File: config.mk
export PLATFORM = sky130hd
export DESIGN_NAME = rr_bus_arbiter
export DESIGN_NICKNAME = d
export VERILOG_FILES = /design/src/rtl/rr_bus_arbiter_pkg.sv /design/src/rtl/rr_pick.sv /design/src/rtl/rr_bus_arbiter.sv
export SDC_FILE = /design/constraint.sdc
export NUM_CORES = 1
export LEC_CHECK = 0
export ABC_AREA = 1
export BUFFER_PORTS_ARGS = -buffer_cell sky130_fd_sc_hd__buf_2
export CORE_MARGIN = 4
export CORE_UTILIZATION = 25
export CTS_CLUSTER_DIAMETER = 80
export DETAILED_ROUTE_END_ITERATION = 8
export RECOVER_POWER = 25
export SYNTH_ARGS = -nofsm -noshare
export SYNTH_HDL_FRONTEND = slang
export SYNTH_SLANG_ARGS = --single-unit
File: constraint.sdc
create_clock -name Clock -period 2.6 [get_ports Clock]
set_input_delay 0.26 -clock Clock [delete_from_list [all_inputs] [get_ports Clock]]
set_output_delay 0.26 -clock Clock [all_outputs]
set_load 0.005 [all_outputs]
File: src/rtl/rr_bus_arbiter_pkg.sv
// Shared definitions for the round-robin bus arbiter: FSM state encoding and
// a constant-evaluable ceiling log2 used to size counters.
package rr_bus_arbiter_pkg;

  typedef enum logic [1:0] {
    ST_IDLE  = 2'd0,
    ST_GRANT = 2'd1,
    ST_TURN  = 2'd2
  } state_t;

  function automatic int unsigned clog2(input int unsigned value);
    int unsigned pow;
    int unsigned res;
    pow = 1;
    res = 0;
    while (pow < value) begin
      pow = pow << 1;
      res = res + 1;
    end
    return res;
  endfunction

endpackage

File: src/rtl/rr_pick.sv
// Combinational circular priority picker: first set request bit at or after
// ptr, wrapping modulo N_REQ.
module rr_pick #(
  parameter int unsigned N_REQ = 4,
  parameter int unsigned IDX_W = 2
) (
  input  logic [N_REQ-1:0] req,
  input  logic [IDX_W-1:0] ptr,
  output logic             valid,
  output logic [IDX_W-1:0] idx,
  output logic [N_REQ-1:0] onehot
);

  logic [IDX_W-1:0] pos;

  always_comb begin
    valid  = 1'b0;
    idx    = '0;
    onehot = '0;
    pos    = '0;
    for (int unsigned i = 0; i < N_REQ; i++) begin
      pos = IDX_W'((32'(ptr) + i) % N_REQ);
      if (!valid && req[pos]) begin
        valid = 1'b1;
        idx   = pos;
      end
    end
    if (valid) begin
      onehot = N_REQ'(1) << idx;
    end
  end

endmodule

File: src/rtl/rr_bus_arbiter.sv
// Round-robin bus arbiter with registered one-hot grant, tenure capped at
// MAX_HOLD cycles, and a mandatory one-cycle turnaround between tenures.
module rr_bus_arbiter
  import rr_bus_arbiter_pkg::*;
#(
  parameter int unsigned N_REQ    = 4,
  parameter int unsigned MAX_HOLD = 16,
  parameter int unsigned IDX_W    = 2
) (
  input  logic             Clock,
  input  logic             Resetn,
  input  logic [N_REQ-1:0] i_request,
  output logic [N_REQ-1:0] o_grant,
  output logic [IDX_W-1:0] o_owner,
  output logic             o_busy,
  output logic             o_expired
);

  localparam int unsigned CNT_W = clog2(MAX_HOLD + 1);

  state_t           state_q;
  state_t           state_d;
  logic [IDX_W-1:0] ptr_q;
  logic [IDX_W-1:0] ptr_d;
  logic [CNT_W-1:0] cnt_q;
  logic [CNT_W-1:0] cnt_d;
  logic [N_REQ-1:0] grant_d;
  logic [IDX_W-1:0] owner_d;
  logic             expired_d;

  logic             pick_valid;
  logic [IDX_W-1:0] pick_idx;
  logic [N_REQ-1:0] pick_onehot;

  logic             owner_req;
  logic             at_cap;
  logic [IDX_W-1:0] ptr_after_owner;

  rr_pick #(
    .N_REQ (N_REQ),
    .IDX_W (IDX_W)
  ) u_pick (
    .req    (i_request),
    .ptr    (ptr_q),
    .valid  (pick_valid),
    .idx    (pick_idx),
    .onehot (pick_onehot)
  );

  assign owner_req       = i_request[o_owner];
  assign at_cap          = (cnt_q == CNT_W'(MAX_HOLD));
  assign ptr_after_owner = (o_owner == IDX_W'(N_REQ - 1)) ? '0 : o_owner + IDX_W'(1);

  // State register
  always_ff @(posedge Clock or negedge Resetn) begin
    if (!Resetn) begin
      state_q <= ST_IDLE;
    end else begin
      state_q <= state_d;
    end
  end

  // Next-state logic; IDLE and TURN arbitrate identically
  always_comb begin
    state_d = state_q;
    case (state_q)
      ST_IDLE, ST_TURN: state_d = pick_valid ? ST_GRANT : ST_IDLE;
      ST_GRANT:         if (!owner_req || at_cap) state_d = ST_TURN;
      default:          state_d = ST_IDLE;
    endcase
  end

  // Next values for the registered outputs, pointer and hold counter
  always_comb begin
    grant_d   = o_grant;
    owner_d   = o_owner;
    expired_d = 1'b0;
    cnt_d     = cnt_q;
    ptr_d     = ptr_q;
    case (state_q)
      ST_IDLE, ST_TURN: begin
        grant_d = pick_onehot;
        if (pick_valid) begin
          owner_d = pick_idx;
          cnt_d   = CNT_W'(1);
        end
      end
      ST_GRANT: begin
        if (!owner_req) begin
          grant_d = '0;
          ptr_d   = ptr_after_owner;
        end else if (at_cap) begin
          grant_d   = '0;
          expired_d = 1'b1;
          ptr_d     = ptr_after_owner;
        end else begin
          cnt_d = cnt_q + CNT_W'(1);
        end
      end
      default: grant_d = '0;
    endcase
  end

  // Output, pointer and counter registers
  always_ff @(posedge Clock or negedge Resetn) begin
    if (!Resetn) begin
      o_grant   <= '0;
      o_owner   <= '0;
      o_busy    <= 1'b0;
      o_expired <= 1'b0;
      cnt_q     <= '0;
      ptr_q     <= '0;
    end else begin
      o_grant   <= grant_d;
      o_owner   <= owner_d;
      o_busy    <= |grant_d;
      o_expired <= expired_d;
      cnt_q     <= cnt_d;
      ptr_q     <= ptr_d;
    end
  end

endmodule

-- Word-level counts from Yosys, hierarchy flattened
Cells that the tools add are included.
- add/sub/neg operators: 5
- order comparisons: 5
- equality and inequality tests: 9
- shift operators: 1
- muxes and demuxes: 35
- reduce and logical (&&, ||, !) cells: 15
- operator list (operator ; count):
    2-to-1 mux 2 bit ; 8
    less-than comparator 2 x 3 -> 1 bit, second input constant ; 5
    2-to-1 mux 5 bit ; 3
    2-to-1 mux 1 bit ; 13
    2-to-1 mux 4 bit ; 3
    binary-select mux 1 bit (select 2 bit) ; 5
    one-hot mux 5 bit (2 select lines) ; 1
    != test 2 bit, second input constant ; 4
    one-hot mux 4 bit (2 select lines) ; 1
    adder 5 x 1 -> 5 bit, second input constant ; 1
    equality test 5 bit, second input constant ; 1
    adder 2 x 1 -> 2 bit, second input constant ; 2
    adder 2 bit, second input constant ; 2
    equality test 2 bit, second input constant ; 2
    zero test 1 bit ; 4
    one-hot mux 2 bit (2 select lines) ; 1
    AND reduction 2 bit ; 2
    AND reduction 4 bit ; 1
    OR reduction 4 bit ; 1
    << shifter 1 x 2 -> 4 bit, first input constant ; 1
    logical AND 1 bit ; 3
    equality test 2 x 1 -> 1 bit, second input constant ; 1
    zero test 2 bit ; 1
    != test 2 x 1 -> 1 bit, second input constant ; 1
    3 further kinds ; 3
- bits in registers: 17
- output and inout port bits: 8

-- Depth between registers and ports, before layout
Gate-level depths: netlist (run 1).
- depth in word-level cells: 16
- mapped depth: 15

-- Cells and area by module
From an unflattened synthesis (run 1), not the netlist that was laid out.
- cell total of the unflattened synthesis: 177
- area, all modules: 1288.7 µm²
- modules (own cells, without submodules) (module ; times used ; cells each ; area each (µm²)):
    rr_bus_arbiter ; 1 ; 103 ; 895.9
    rr_pick ; 1 ; 74 ; 392.9

-- Worst setup path after synthesis (run 1)
No wires, ideal clock.
- path type: reg-to-reg
- start: register ptr_q[0]
- end: register o_busy
- library setup time: 119 ps
- arrival time: 1388 ps
- path slack: 1093 ps
- cell stages (with the launch flop): 14
- clock period less this slack: 1507 ps
- cells stage by stage: dfrtp_1 -> buf_6 -> inv_6 -> nand2_2 -> nand3_1 -> nand2_2 -> nor2_4 -> nand3_2 -> nand2_4 -> nor2_2 -> nand2_1 -> nand2_2 -> nor2_1 -> nand2_1
- word-level cells in the longest chain between the ends: 16
- elaborated cells between the ends (all ways): 29
- classes of those cells: add/sub: 3; shift: 1; mux: 18; reduce/logical: 7
- RTL lines (what ; line ; text):
    start, declared ; rr_bus_arbiter.sv:23 ; logic [IDX_W-1:0] ptr_q;
    start signal, assigned ; rr_bus_arbiter.sv:119 ; ptr_q <= ptr_d;
    branches (longest 13 deep; another with adder 2 x 1 -> 2 bit) ; -- ;
    2-to-1 mux 4 bit (*) ; rr_pick.sv:28 ; if (valid) begin
    one-hot mux 4 bit (2 select lines) (*) ; rr_bus_arbiter.sv:80 ; case (state_q)
    net grant_d[3] ; rr_bus_arbiter.sv:27 ; logic [N_REQ-1:0] grant_d;
    OR reduction 4 bit (*) ; rr_bus_arbiter.sv:116 ; o_busy <= |grant_d;
    end signal, assigned ; rr_bus_arbiter.sv:116 ;
    end, declared ; rr_bus_arbiter.sv:15 ; output logic o_busy,
Mark *: on every way through the listed nets, which the timed path passes. The select of a mux whose other input is x is not followed.
A chain may end at the register's enable or synchronous reset.

-- Worst setup path after layout (run 1)
Same ends and word-level chain as after synthesis.

==> run_results.csv, run 1 <==
group,metric,value,unit
status,run_status,"finished clean",
setup_path,timing.critical_path.from,"ptr_q[0]",
cells_and_area,antenna_cells,0,
die,initial_core_util,0.262,
global_route,antenna_found_initial,0,
die,dieArea,0.00537,mm²
cts,cts_buffer_depth,2,
route,top_layer_used,"met4",
route,route.vias.total,952,
global_route,grt_pass1_vias,814,
synth,synth_cell_types,20,
setup_path,timing.rr.start,"ptr_q[0]",
setup_path,cpPeakStageDelay,0.57,ns
place,dp_cells,211,
synth,synth_area_leaders,"dfrtp_1 (40%), nand2_1 (18%), nand3_1 (6.1%)",
cells_and_area,layout.cells.non_filler,216,
setup_path,crit_slowest_cell,"dfrtp_1",
sta,rsz0062_at_grt,"no",
synth,yosys_warnings,0,
synth,ys_seq_elements,17,
cts,cts_tree,"built",
synth,synth_top_area_frac,0.400,
place,placed_area,0.00118,mm²
route,drc,0,
route,wl_per_cell,10.2,µm
sta,final.min_clock_period,1.77,ns
cts,worst_skew_pair.late_latency,0.25,ns
cts,cts_buffers,3,
global_route,grt.total_usage,0.0892,
sta,hold_viol,0,
die,die_x,73.3,µm
worst_hold_path,hp-class,"in2reg",
synth,synth_area,0.00106,mm²
die,core_area,0.00406,mm²
cts,htreeDepth,1,
sta,fin_tns_setup,0,ns
route,routed_wl,2200,µm
pwr,p_leak,0.685,nW
route,drtIter0Drc,61,
route,drtAntennaViolNets,0,
synth,synthTopCellsByCount,"nand2_1 (51), dfrtp_1 (17), inv_1 (16), nor2_1 (15), nand3_1 (13)",
setup_path,crit_arrival,1.91,ns
route,wl_met3,170,µm
place,gp_congestion,0.852,
global_route,grt_first_pass_wirelength,3700,µm
global_route,grt_start_max_net_pins,18,
sta,maxSlewHeadroom,0.385,
sta,drv_slew,0,
route,met1_length,1000,µm
setup_path,end_kind,"flop",
die,row_count,23,
place,portBuffers,13,
cells_and_area,finish.utilization,0.304,
worst_hold_path,min-delay-start,"i_request[3]",
global_route,grt_remaining_overflow,0,
sta,fin_crit_sh,0.683,
synth,synthMostInstantiatedCell,"nand2_1",
route,wl_met2,1000,µm
setup_path,path_class,"reg2reg",
setup_path,crit_chain,"nand2_1, nand3_1, nand2_2, nor2_4, nand3_2, nand2_4, nor2_2, nand2_1, nand2_2, nor2_1, nand2_1",
synth,synth-async-reset-ratio,1.00,
cells_and_area,fin_area,0.00123,mm²
sta,worst_pin_slew,0.923,ns
sta,setup_violations,0,
synth,syn-num-nets,158,
cells_and_area,drive_gt1_frac,0.193,
setup_path,worstPathMaxFanout,10,
job,max_cap_viol_count,0,
sta,skew,0.00129,ns
synth,syn_inst,149,
worst_hold_path,holdPathStages,5,
synth,synth-main-ff-cell,"dfrtp_1",
route,dr.pass1.iters,4,
synth,syn_area_per_cell,7.15,µm²
route,routed_via_density,4.41,
die,io_pins,14,
setup_path,worstPathRequired,2.74,ns
pwr,p_per_area,1230,mW/mm²
setup_path,cpMostUsedCell,"nand2_1",
synth,synth_top_area_cell,"dfrtp_1",
synth,synth_edf_count,0,
setup_path,reg2reg_depth,11,
pwr,peakVddDrop,0.000300,V
sta,max_clock_freq,563,MHz
cells_and_area,area_growth_syn_to_layout,16.0,%
cts,cts_sinks,17,
sta,whs,0.435,ns
cts,clkSlewWorstSetupHoldPaths,0.06,ns
synth,ys_seq_area_frac,0.400,
setup_path,start_kind,"flop",
cells_and_area,final_net_count,176,
cts,cts_root_buf,"clkbuf_8",
place,dp_hpwl,1790,µm
die,die_h,73.3,µm
[layout make-up]
cell class	count	area, µm²
timing repair buffer	14	73.8
clock buffer	4	45.0
multi-input combinational	113	553
inverter	18	75.1
tap	50	62.6
sequential	17	425
fill	426	2820
[critical path: cells and delay by family (launching register included)]
kind,cells,cell delay [ns]
DFF,1,0.57
and+or+nand+nor,11,1.10
[cell families after synthesis]
kind of cell | count (synthesis) | share of synthesized area
buffers and inverters | 19 | 0.0811
adder cells (fa/ha/maj) | 3 | 0.0353
XOR/XNOR | 1 | 0.00823
flip-flops | 17 | 0.400
AO/OA/AOI/OAI | 14 | 0.0705
AND/OR/NAND/NOR | 95 | 0.405
[cells in the final DEF, fill, tap and decap left out, drive strengths merged]
cell and instances:
a21boi 1, dlygate4sd3 1, nand3 14, o21ai 8
nor2 17, a21oi 4, ha 3, clkbuf 5
nand4 1, dfrtp 17, buf 12, nand2 63
xor2 1, inv 18, o21bai 1
[path summary, 6_finish.rpt]
| kind | end | slack (ns) |
|---|---|---|
| setup / recovery | o_busy | 0.83 |
| hold / removal | o_expired | 0.44 |
| setup reg to reg | o_busy | 0.83 |
| hold reg to reg | o_grant[3] | 0.50 |
| max in group asynchronous | o_expired | 1.37 |
| min in group asynchronous | cnt_q[0] | 0.67 |
[report_power, final]
group          total (mW)  switching, mW  leakage [nW]  internal, mW
registers           0.461         0.0942         0.220         0.367
logic               0.869          0.569         0.442         0.300
clock network       0.192         0.0839        0.0228         0.109
[routing by layer]
| layer | track usage | up-vias |
|---|---|---|
| met1 | 0.123 | 425 |
| met3 | 0.0274 | 2 |
| met4 | 0.0246 | 0 |
| met5 | 0 | - |
| li1 | - | 496 |
| met2 | 0.134 | 29 |
[what timing repair did]
| action | CTS | global route |
|---|---|---|
| endpoints found under the hold margin | 17 | 0 |
| setup buffers | 0 | 0 |
| resized for setup | 0 | 0 |
| hold buffers | 1 | 0 |
[sequential cells by signal (all words and copies together), names as in the netlist]
register / flops
ptr_q: 2
o_grant: 4
o_owner: 2
state_q: 2
o_busy: 1
cnt_q: 5
o_expired: 1
[metrics by stage]
| step | power (mW) | setup slack, ns |
|---|---|---|
| floorplan | 1.15 | 1.09 |
| detailed placement | 1.34 | 0.811 |
| finish | 1.52 | 0.825 |
| CTS | 1.55 | 0.793 |
| global route | 1.70 | 0.608 |
| global placement | 1.34 | 0.861 |
Note: power is estimated with default switching activity, not from simulation.
==> run 2, diff against run 1 <==
Clock period 2.6 ns to 1.65 ns, I/O delays scaled along.
==> run_results.csv, run 2 (same netlist as run 1, synthesis figures left out) <==
group,metric,value,unit
cells_and_area,area_growth_syn_to_layout,30.1,%
setup_path,path_class,"reg2reg",
sta,setup_violations,0,
pwr,power_frac_seq,0.242,
cells_and_area,reg_top3,"cnt_q (5), o_grant (4)",
route,routed_via_density,4.25,
setup_path,end_kind,"flop",
global_route,grt_remaining_overflow,0,
route,drtIter0Drc,53,
cells_and_area,largest_reg_flops,5,
cts,cts_tree,"built",
cts,cts_sinks,17,
cts,cts_root_buf,"clkbuf_8",
route,route.vias.total,960,
cells_and_area,final_net_count,186,
pwr,comb_power_share,0.652,
sta,max_clock_freq,610,MHz
route,drtAntennaViolNets,0,
job,max_cap_viol_count,0,
setup_path,crit_arrival,1.78,ns
worst_hold_path,hp-class,"in2reg",
place,dp_slack,-0.0466,ns
sta,skew,0.00175,ns
route,wl_per_cell,10.1,µm
cts,clkSlewWorstSetupHoldPaths,0.06,ns
route,routed_wl,2290,µm
place,dp_cells,218,
pwr,p_leak,0.749,nW
pwr,switching_share,0.462,
die,die_h,73.3,µm
place,gp_congestion,0.821,
pwr,clockPowerShare,0.106,
sta,rsz0062_at_grt,"yes",
cells_and_area,top_register,"cnt_q",
die,initial_core_util,0.262,
die,die_x,73.3,µm
cells_and_area,n_fill_cell,426,
global_route,grt_pass1_vias,877,
global_route,grt_start_max_net_pins,18,
die,io_pins,14,
die,core_area,0.00406,mm²
sta,hold_viol,0,
sta,maxSlewHeadroom,0.388,
cts,worst_skew_pair.late_latency,0.25,ns
pwr,switchingPower,1.32,mW
cts,cts_buffer_depth,2,
setup_path,start_kind,"flop",
die,row_count,23,
setup_path,worstPathRequired,1.79,ns
route,dr.pass1.iters,4,
cts,htreeDepth,1,
sta,worst_pin_slew,0.918,ns
route,drc,0,
die,dieArea,0.00537,mm²
sta,final.min_clock_period,1.64,ns
place,portBuffers,13,
pwr,peakVddDrop,0.000503,V
cts,cts_buffers,3,
global_route,grt.total_usage,0.0884,
status,run_status,"finished clean",
cells_and_area,layout.cells.non_filler,226,
sta,worst_slack,0.0114,ns
pwr,p_per_area,2060,mW/mm²
place,dp_hpwl,1740,µm
pwr,p_int,1.54,mW
cells_and_area,antenna_cells,0,
cells_and_area,drive_gt1_frac,0.313,
cells_and_area,layout_common_cells,"nand2_1 (47), dfrtp_1 (16), inv_1 (15)",
cells_and_area,final_common_cell,"nand2_1",
global_route,antenna_found_initial,0,
sta,drv_slew,0,
setup_path,worstPathMaxFanout,9,
sta,fin_crit_sh,0.993,
global_route,grt_first_pass_wirelength,3750,µm
## run 2: what timing repair did
action                     CTS  global route
pin swaps                    5             3
gates resized for setup      5            13
setup buffers                0             3
setup endpoints to repair    1             8
hold buffers                 1             0
hold endpoints to repair    17             0
## run 2: metal layers
metal	share of wire	track usage	wire length [µm]	up-vias
li1	-	-	-	516
met1	0.50	0.125	1140	429
met2	0.45	0.134	1040	13
met3	0.045	0.0260	102	2
met4	0.0048	0.0184	11	0
met5	0	0	0	-
## run 2: worst paths after layout
path                                    to  cells past startpoint         start  slack [ns]
worst max-delay path              cnt_q[2]                     12      ptr_q[1]        0.01
max in group asynchronous       o_owner[0]                      2        Resetn        0.46
worst min register to register   o_expired                      3    state_q[1]        0.50
worst min-delay path             o_expired                      5  i_request[3]        0.34
worst max register to register    cnt_q[2]                     12      ptr_q[1]        0.01
min in group asynchronous         cnt_q[4]                      2        Resetn        0.57
## run 2: metrics by stage
stage / cell area [µm²] / util / setup TNS (ns) / hold slack [ns] / power [mW]
after detailed placement: 1250 / 0.307 / -0.0466 / 0.109 / 2.29
after global placement: 1250 / 0.307 / -0.0321 / 0.112 / 2.29
after floorplan: 1060 / - / 0 / -0.131 / 1.81
after global routing: 1390 / 0.341 / -0.499 / 0.444 / 3.14
after CTS: 1320 / 0.325 / -0.0241 / 0.353 / 2.64
final: 1390 / 0.341 / 0 / 0.344 / 2.86
## run 2: cell type report
class                           instances  area, µm²  area share
Timing Repair Buffer                   24        174       0.126
Multi-Input combinational cell        113        599       0.433
Sequential cell                        17        427       0.308
Clock buffer                            4       45.0      0.0325
Inverter                               18       77.6      0.0560
Tap cell                               50       62.6      0.0452
## run 2: worst max-delay path, stage by stage (launching register included)
cell and delay (ns):
dfrtp_1 0.44, inv_1 0.12, nand2_1 0.09, nand2_2 0.08, nand2_2 0.08, nand2_2 0.07, nor2_4 0.09, nand3_2 0.10
nand2_4 0.11, buf_12 0.12, nand2_8 0.07, a21oi_2 0.12, nor2_1 0.05
## run 2: power groups by stage
stage                     Sequential (mW)  Clock [mW]  Combinational [mW]
after floorplan                     0.678           0                1.13
after global placement              0.698           0                1.59
after detailed placement            0.697           0                1.59
after CTS                           0.694       0.313                1.63
after global routing                0.707       0.328                2.10
final                               0.693       0.302                1.86
